File: src/rtl/instr_stream_loader_pkg.sv
// Shared constants and state encodings for the serial instruction loader.
package instr_stream_loader_pkg;

    localparam int unsigned CLK_HZ               = 50_000_000;
    localparam int unsigned BAUD                 = 115_200;
    localparam int unsigned CLKS_PER_BIT_DEFAULT = CLK_HZ / BAUD;
    localparam logic [7:0]  HEADER_BYTE_DEFAULT  = 8'hA5;
    localparam int unsigned WORD_W               = 16;
    localparam int unsigned REM_W                = 9;

    typedef enum logic [2:0] {
        ST_IDLE,
        ST_COUNT,
        ST_HI,
        ST_LO,
        ST_WRITE,
        ST_CHECK
    } load_state_e;

    typedef enum logic [1:0] {
        RX_IDLE,
        RX_START,
        RX_DATA,
        RX_STOP
    } rx_state_e;

endpackage

File: src/rtl/uart_rx_byte.sv
// 8N1 UART receiver: synchronizes rx, validates the start bit at mid-bit,
// samples data LSB first and reports a good byte or a framing error.
module uart_rx_byte
    import instr_stream_loader_pkg::*;
#(
    parameter int unsigned CLKS_PER_BIT = CLKS_PER_BIT_DEFAULT
) (
    input  logic       clk,
    input  logic       reset_n,
    input  logic       rx,
    output logic [7:0] rx_byte,
    output logic       byte_valid,
    output logic       frame_err
);
    localparam int unsigned CNT_W = $clog2(CLKS_PER_BIT);
    localparam int unsigned HALF  = CLKS_PER_BIT / 2;

    rx_state_e   state_q, state_d;
    logic [CNT_W-1:0] cnt_q, cnt_d;
    logic [2:0]  bit_q, bit_d;
    logic [7:0]  shift_q, shift_d;
    logic [7:0]  rx_byte_d;
    logic        byte_valid_d, frame_err_d;
    logic        rx_meta, rx_sync, rx_prev;
    logic        half_hit, full_hit;

    assign half_hit = (cnt_q == CNT_W'(HALF - 1));
    assign full_hit = (cnt_q == CNT_W'(CLKS_PER_BIT - 1));

    // State register plus all registered datapath and outputs
    always_ff @(posedge clk) begin
        if (!reset_n) begin
            state_q    <= RX_IDLE;
            cnt_q      <= '0;
            bit_q      <= '0;
            shift_q    <= '0;
            rx_byte    <= '0;
            byte_valid <= 1'b0;
            frame_err  <= 1'b0;
            rx_meta    <= 1'b1;
            rx_sync    <= 1'b1;
            rx_prev    <= 1'b1;
        end else begin
            state_q    <= state_d;
            cnt_q      <= cnt_d;
            bit_q      <= bit_d;
            shift_q    <= shift_d;
            rx_byte    <= rx_byte_d;
            byte_valid <= byte_valid_d;
            frame_err  <= frame_err_d;
            rx_meta    <= rx;
            rx_sync    <= rx_meta;
            rx_prev    <= rx_sync;
        end
    end

    always_comb begin
        state_d = state_q;
        case (state_q)
            RX_IDLE:  if (rx_prev && !rx_sync) state_d = RX_START;
            RX_START: if (half_hit) state_d = rx_sync ? RX_IDLE : RX_DATA;
            RX_DATA:  if (full_hit && (bit_q == 3'd7)) state_d = RX_STOP;
            RX_STOP:  if (full_hit) state_d = RX_IDLE;
            default:  state_d = RX_IDLE;
        endcase
    end

    always_comb begin
        cnt_d        = cnt_q + CNT_W'(1);
        bit_d        = bit_q;
        shift_d      = shift_q;
        rx_byte_d    = rx_byte;
        byte_valid_d = 1'b0;
        frame_err_d  = 1'b0;
        case (state_q)
            RX_IDLE: begin
                cnt_d = '0;
                bit_d = '0;
            end
            RX_START: if (half_hit) cnt_d = '0;
            RX_DATA: if (full_hit) begin
                cnt_d   = '0;
                shift_d = {rx_sync, shift_q[7:1]};
                bit_d   = bit_q + 3'd1;
            end
            RX_STOP: if (full_hit) begin
                cnt_d = '0;
                if (rx_sync) begin
                    byte_valid_d = 1'b1;
                    rx_byte_d    = shift_q;
                end else begin
                    frame_err_d  = 1'b1;
                end
            end
            default: cnt_d = '0;
        endcase
    end

endmodule

File: src/rtl/instr_stream_loader.sv
// Serial boot loader: parses header/count/data/checksum frames from the UART
// and writes big-endian words into instruction memory, gating the CPU reset.
module instr_stream_loader
    import instr_stream_loader_pkg::*;
#(
    parameter int unsigned CLKS_PER_BIT = CLKS_PER_BIT_DEFAULT,
    parameter logic [7:0]  HEADER_BYTE  = HEADER_BYTE_DEFAULT,
    parameter int unsigned ADDR_W       = 16
) (
    input  logic              clk,
    input  logic              reset_n,
    input  logic              rx,
    output logic [15:0]       instruction_out,
    output logic              load_instruction,
    output logic [ADDR_W-1:0] load_address,
    output logic              pc_reset_out,
    output logic              busy,
    output logic              done,
    output logic              error
);
    logic [7:0] rx_byte;
    logic       byte_valid, frame_err;

    uart_rx_byte #(.CLKS_PER_BIT(CLKS_PER_BIT)) u_rx (
        .clk        (clk),
        .reset_n    (reset_n),
        .rx         (rx),
        .rx_byte    (rx_byte),
        .byte_valid (byte_valid),
        .frame_err  (frame_err)
    );

    load_state_e       state_q, state_d;
    logic [REM_W-1:0]  rem_q, rem_d;
    logic [ADDR_W-1:0] idx_q, idx_d, addr_d;
    logic [7:0]        hi_q, hi_d, acc_q, acc_d;
    logic [WORD_W-1:0] instr_d;
    logic              load_d, pc_reset_d, busy_d, done_d, error_d;
    logic              abort;

    // A framing error aborts any frame in progress; idle line noise is ignored
    assign abort = frame_err && (state_q != ST_IDLE);

    always_ff @(posedge clk) begin
        if (!reset_n) begin
            state_q          <= ST_IDLE;
            rem_q            <= '0;
            idx_q            <= '0;
            hi_q             <= '0;
            acc_q            <= '0;
            instruction_out  <= '0;
            load_instruction <= 1'b0;
            load_address     <= '0;
            pc_reset_out     <= 1'b1;
            busy             <= 1'b0;
            done             <= 1'b0;
            error            <= 1'b0;
        end else begin
            state_q          <= state_d;
            rem_q            <= rem_d;
            idx_q            <= idx_d;
            hi_q             <= hi_d;
            acc_q            <= acc_d;
            instruction_out  <= instr_d;
            load_instruction <= load_d;
            load_address     <= addr_d;
            pc_reset_out     <= pc_reset_d;
            busy             <= busy_d;
            done             <= done_d;
            error            <= error_d;
        end
    end

    always_comb begin
        state_d = state_q;
        if (abort) begin
            state_d = ST_IDLE;
        end else begin
            case (state_q)
                ST_IDLE:  if (byte_valid && (rx_byte == HEADER_BYTE)) state_d = ST_COUNT;
                ST_COUNT: if (byte_valid) state_d = ST_HI;
                ST_HI:    if (byte_valid) state_d = ST_LO;
                ST_LO:    if (byte_valid) state_d = ST_WRITE;
                ST_WRITE: state_d = (rem_q == REM_W'(1)) ? ST_CHECK : ST_HI;
                ST_CHECK: if (byte_valid) state_d = ST_IDLE;
                default:  state_d = ST_IDLE;
            endcase
        end
    end

    always_comb begin
        rem_d      = rem_q;
        idx_d      = idx_q;
        hi_d       = hi_q;
        acc_d      = acc_q;
        instr_d    = instruction_out;
        load_d     = 1'b0;
        addr_d     = load_address;
        pc_reset_d = pc_reset_out;
        busy_d     = busy;
        done_d     = done;
        error_d    = error;
        if (abort) begin
            error_d = 1'b1;
            busy_d  = 1'b0;
        end else begin
            case (state_q)
                ST_IDLE: if (byte_valid && (rx_byte == HEADER_BYTE)) begin
                    busy_d     = 1'b1;
                    pc_reset_d = 1'b1;
                    done_d     = 1'b0;
                    error_d    = 1'b0;
                    addr_d     = '0;
                    idx_d      = '0;
                    acc_d      = '0;
                end
                // A count of zero encodes a full 256-word frame
                ST_COUNT: if (byte_valid) begin
                    rem_d = (rx_byte == 8'h00) ? REM_W'(256) : REM_W'(rx_byte);
                end
                ST_HI: if (byte_valid) begin
                    hi_d  = rx_byte;
                    acc_d = acc_q ^ rx_byte;
                end
                ST_LO: if (byte_valid) begin
                    acc_d   = acc_q ^ rx_byte;
                    instr_d = {hi_q, rx_byte};
                    load_d  = 1'b1;
                    addr_d  = idx_q;
                end
                ST_WRITE: begin
                    idx_d = idx_q + ADDR_W'(1);
                    rem_d = rem_q - REM_W'(1);
                end
                ST_CHECK: if (byte_valid) begin
                    busy_d = 1'b0;
                    if (rx_byte == acc_q) begin
                        done_d     = 1'b1;
                        pc_reset_d = 1'b0;
                    end else begin
                        error_d    = 1'b1;
                    end
                end
                default: ;
            endcase
        end
    end

endmodule

File: config.mk
export PLATFORM = sky130hd
export DESIGN_NAME = instr_stream_loader
export DESIGN_NICKNAME = d
export VERILOG_FILES = /design/src/rtl/instr_stream_loader_pkg.sv /design/src/rtl/uart_rx_byte.sv /design/src/rtl/instr_stream_loader.sv
export SDC_FILE = /design/constraint.sdc
export NUM_CORES = 1
export LEC_CHECK = 0
export ABC_AREA = 1
export BUFFER_PORTS_ARGS = -buffer_cell sky130_fd_sc_hd__clkbuf_2
export CORE_UTILIZATION = 50
export DETAILED_ROUTE_END_ITERATION = 10
export PLACE_DENSITY = 0.68
export SYNTH_ARGS = -nofsm -noshare
export SYNTH_HDL_FRONTEND = slang
export SYNTH_SLANG_ARGS = --single-unit
File: constraint.sdc
create_clock -name clk -period 4.8 [get_ports clk]
set_input_delay 0.24 -clock clk [delete_from_list [all_inputs] [get_ports clk]]
set_output_delay 0.24 -clock clk [all_outputs]
set_load 0.01 [all_outputs]
# Word level (Yosys, flattened, before mapping)
# Cells that the tools add are included.
dict set report totals {
  register_bits 116
  inputBits 3
  word_cells 139
}
dict set report op_classes {
  n_addsub 4
  n_eq_ne 29
  mux 45
  bitwise 4
  n_reduce_logical 35
}
# cell n
set ops {}
lappend ops {{16-bit case mux with 2 select lines} 2}
lappend ops {{9-bit two-way mux} 4}
lappend ops {{16-bit two-way mux} 2}
lappend ops {{9-bit case mux with 3 select lines} 1}
lappend ops {{3-bit two-way mux} 7}
lappend ops {{3-bit AND reduction} 7}
lappend ops {{2-bit by 1-bit != test with 1-bit output, second input constant} 10}
lappend ops {{3-bit case mux with 6 select lines} 1}
lappend ops {{9-bit case mux with 2 select lines} 1}
lappend ops {{16-bit by 1-bit adder with 16-bit output, second input constant} 1}
lappend ops {{8-bit two-way mux} 2}
lappend ops {{8-bit case mux with 2 select lines} 1}
lappend ops {{4-bit AND reduction} 4}
lappend ops {{1-bit two-way mux} 13}
lappend ops {{2-bit nonzero test} 6}
lappend ops {{2-bit two-way mux} 5}
lappend ops {{5-bit AND reduction} 2}
lappend ops {{9-bit by 1-bit adder with 9-bit output, second input constant} 1}
lappend ops {{3-bit equality test, second input constant} 3}
lappend ops {{9-bit by 1-bit equality test with 1-bit output, second input constant} 1}
lappend ops {{9-bit by 8-bit equality test with 1-bit output, second input constant} 1}
lappend ops {{9-bit equality test, second input constant} 1}
lappend ops {{9-bit by 1-bit subtractor with 9-bit output, second input constant} 1}
lappend ops {{8-bit equality test} 1}
lappend ops {{other kinds (23)} 39}

# Logic depth before layout (Yosys ltp)
dict set report depth {
  depth_word 5
  mapped_depth 12
}

# By module
# Synthesis repeated with hierarchy kept, for this count alone.
dict set report unflattened {
  hier_cells 739
  area_unflattened_um2 5336.4
}
# module n_inst cells_each area_each_um2 seq_area_each_um2
set modules_own_cells {}
lappend modules_own_cells {instr_stream_loader 1 567 3903.7 1621.6}
lappend modules_own_cells {uart_rx_byte 1 172 1432.6 700.7}

# Worst setup path after synthesis
# OpenSTA, ideal clock, no wires.
dict set report synth_timing {
  path_kind {register to register}
  from {reg u_rx.cnt_q[0]}
  to {reg u_rx.rx_byte[5]}
  t_arrival_ns 1.407
  setup_slack_ns 3.271
  stages_incl_launch_ff 10
  n_path_buf 1
  cell_sequence {dfxtp_1 ha_1 nand2_1 nor3_2 nand2_1 nor3_2 inv_2 buf_2 o21ai_1 a21oi_1}
}
dict set report synth_via {
  elab_chain_cells 2
}
# element line
set synth_lines {}
lappend synth_lines {{start: declaration} uart_rx_byte.sv:19} ;# logic [CNT_W-1:0] cnt_q, cnt_d;
lappend synth_lines {{start signal: assignment} uart_rx_byte.sv:45} ;# cnt_q <= cnt_d;
lappend synth_lines {{9-bit equality test} uart_rx_byte.sv:28} ;# assign full_hit = (cnt_q == CNT_W'(CLKS_PER_BIT - 1));
lappend synth_lines {{3-bit AND reduction (no source line)} -}
lappend synth_lines {{end signal: assignment} uart_rx_byte.sv:48} ;# rx_byte <= rx_byte_d;
lappend synth_lines {{end: declaration} uart_rx_byte.sv:11} ;# output logic [7:0] rx_byte,
# Every way passes these cells.
# A chain may end at the register's enable or synchronous reset.

# Final worst setup path
dict set report layout_timing {
  from {reg u_rx.rx_byte[7]}
  to {reg load_address[4]}
}
dict set report layout_via {
  elab_chain_cells 4
}
# element line
set layout_lines {}
lappend layout_lines {{8-bit equality test} instr_stream_loader.sv:108} ;# ST_IDLE: if (byte_valid && (rx_byte == HEADER_BYTE)) begin
lappend layout_lines {{1-bit logical AND} instr_stream_loader.sv:108}
lappend layout_lines {{2-bit != test (no source line)} -}
lappend layout_lines {{4-bit AND reduction (no source line)} -}
lappend layout_lines {{end signal: assignment} instr_stream_loader.sv:66} ;# load_address <= addr_d;
lappend layout_lines {{end: declaration} instr_stream_loader.sv:15} ;# output logic [ADDR_W-1:0] load_address,
# Every way passes these cells.

==> impl_metrics.toml <==
[worst_setup_path]
worstSetupStartpointType = "flip-flop"
critPathKind = "flip-flop to flip-flop"
crit_start = "u_rx.rx_byte[7]$_SDFFE_PN0P_"
r2r_cells = 7
crit_end = "load_address[4]$_SDFFE_PN0P_"
r2r_slack_ns = 2.92
endpoint_kind = "flip-flop"
r2r_end = "load_address[4]$_SDFFE_PN0P_"
worst_ep_required_time_ns = 5.19
crit_fanout = 32
arrival_ns = 2.27
r2r-start = "u_rx.rx_byte[7]$_SDFFE_PN0P_"

[timing]
fin_tns_setup_ns = 0
finClkSkew_ns = 0.00651
setup-violations-final = 0
tightest_slew_ns = 0.807
fin_crit_sh_pct = 39.2
slew_headroom_pct = 46.2
slew_violations = 0
fmax_ghz = 0.532
final_hold_viol_count = 0
rsz0062_at_grt = "false"
min_period_ns = 1.88

[clock_network]
cts_buffers = 17
clk_path_buf_depth = 2
clk_latency_ns = 0.52
cts_tree = "yes"
cts.clk_slew.worst_paths_ns = 0.06
cts_htree_levels = 4
cts_setup_buffers = 0
cts.sinks = 116
clock-root-buffer = "clkbuf_8"

[routing]
drt_pass1_iterations = 5
totalWireLength_um = 11500
drc = 0
drt-wirelength-per-cell_um = 12.5
antenna_left = 0
vias = 4758
first_iter_violations = 188
routed_via_density = 5.14

[floorplanning]
die_y_um = 106
die_area_um2 = 11200
pin_count = 40
rows = 37
initial_core_util_pct = 51.8
coreArea_um2 = 10400
fp.dieW_um = 106

[cells_and_area]
diodes = 0
layout_common_cells = "137 x nand2_1, 116 x dfxtp_1, 92 x nor2_1, 85 x a21oi_1, 80 x inv_1"
final_common_cell = "nand2_1"
synthToLayoutAreaGrowth_pct = 15.5
final_nets = 787
layout-drive-gt1-share_pct = 15.2
n_fill_cell = 970
final_cells = 925

[synth]
yosys_warnings = 0
syn_area_per_cell_um2 = 7.26
seq_area_frac_synth_pct = 43.2
yosys.cell_types.count = 38
synth_seq_cells = 116
netlist_instances = 740
netlist_area_um2 = 5370
synth_fp_nets = 751

[grt]
grt_pass1_wl_um = 19900
grt_antenna_before_repair = 0
first_global_vias = 4370
grtUsageTotal_pct = 22.2
grt-ovfl-total = 0
grt_max_degree = 72

[status]
status = "finished clean"

[power]
vdd_drop_max_mv = 0.215
power_density_nw_per_um2 = 370
leakage_nw = 2.54
p_total_mw = 2.30

[worst_hold_path]
min_path_type = "input port to flip-flop"
hold_depth = 3

[place]
gp_congestion = 0.832
hpwl_um = 7850
place_inst = 892
portBuffers = 39

[flow_run]
max-cap-violations = 0
cell families (layout without fill, tap and decap cells):
logic type / Yosys count / after routing / synth area share [%]
flops: 116 / 116 / 43.2
xor+xnor: 6 / 6 / 0.978
buf+inv: 118 / 167 / 9.64
simple gates: 310 / 310 / 26.9
fa+ha+maj: 8 / 8 / 1.86
compound gates: 182 / 182 / 17.4
power by group:
part	total, mW	internal, mW	switching, mW
Clock	1.30	0.808	0.491
Sequential	0.966	0.965	0.00149
Combinational	0.0314	0.00910	0.0223
Total	2.30	1.78	0.514
critical path, stage by stage, from the launching register on:
cell	delay, ns
dfxtp_1	0.50
nand2_1	0.09
nor2_1	0.18
nand3_2	0.12
nand2_2	0.15
nand4_4	0.32
o21ai_0	0.32
a21oi_1	0.07
layer usage:
layer  vias up  track usage (%)  routed length (um)
li1       2475                -                   -
met1      2163             28.9                5680
met2       100             35.1                5180
met3        20             5.81                 497
met4         0             8.43                 178
met5         -                0                   0
layout make-up:
type	count	area [um2]	share of cell area, %
Clock inverter	15	195	3.15
Inverter	94	358	5.77
Sequential cell	116	2320	37.4
Clock buffer	17	414	6.67
Tap cell	136	170	2.74
Timing Repair Buffer	41	213	3.43
Multi-Input combinational cell	506	2530	40.8
state kept, by name (all words and copies together) (netlist names), 8 cells and up, named ones only:
register and count:
u_rx.cnt_q 9, hi_q 8, rem_q 9, idx_q 16, acc_q 8, load_address 16
u_rx.shift_q 8, instruction_out 16, u_rx.rx_byte 8
worst min-delay path by stage:
stage	start	to	slack [ns]
after floorplan	rx	u_rx.rx_meta$_SDFF_PN1_	0.35
after global placement	u_rx.rx_meta$_SDFF_PN1_	u_rx.rx_sync$_SDFF_PN1_	0.40
after detailed placement	u_rx.rx_meta$_SDFF_PN1_	u_rx.rx_sync$_SDFF_PN1_	0.41
after CTS	reset_n	pc_reset_out$_SDFFE_PN1P_	0.29
after global routing	reset_n	pc_reset_out$_SDFFE_PN1P_	0.33
final	reset_n	pc_reset_out$_SDFFE_PN1P_	0.30
Yosys cell counts:
cell	number	area (um2)
nand3_2	2	20.0
nand4_2	3	37.5
o211ai_1	1	7.51
a21boi_0	1	7.51
dfxtp_1	116	2320
nor3_1	9	45.0
buf_6	7	78.8
xor2_1	3	26.3
nand4_1	9	56.3
a31oi_1	3	18.8
nor2_8	1	20.0
nand2_1	137	514
nor3b_1	2	15.0
a21o_1	1	7.51
or2_2	3	18.8
nand2_4	5	56.3
inv_2	12	45.0
nor2_1	92	345
nor3_2	3	30.0
a211oi_1	3	22.5
a21oi_1	85	425
o21ai_0	72	360
clkbuf_1	11	41.3
nand3b_1	1	7.51
nand2_2	5	31.3
inv_1	80	300
nand3_1	25	125
xnor2_1	3	26.3
nor2_2	4	25.0
nor2_4	5	56.3
o21ai_2	2	17.5
buf_4	4	30.0
nor4_1	3	18.8
inv_4	2	12.5
buf_2	2	10.0
ha_1	8	100
o21ai_1	14	70.1
nand4_4	1	21.3
metrics by stage:
| step | util [%] | cell area (um2) | worst slack [ns] | hold WS [ns] |
|---|---|---|---|---|
| finish | 59.8 | 6210 | 2.92 | 0.296 |
| global route | 59.8 | 6210 | 2.73 | 0.328 |
| CTS | 59.8 | 6210 | 2.91 | 0.288 |
| detailed placement | 53.9 | 5590 | 2.67 | 0.407 |
| global placement | 53.9 | 5590 | 2.73 | 0.400 |
| floorplan | - | 5370 | 3.27 | 0.347 |
what timing repair did:
| item | 4_1_cts | 5_1_grt |
|---|---|---|
| hold endpoints to repair | 1 | 0 |
| gates resized for setup | 0 | 0 |
| hold buffers | 1 | 0 |
(Power assumes the default switching activity.)
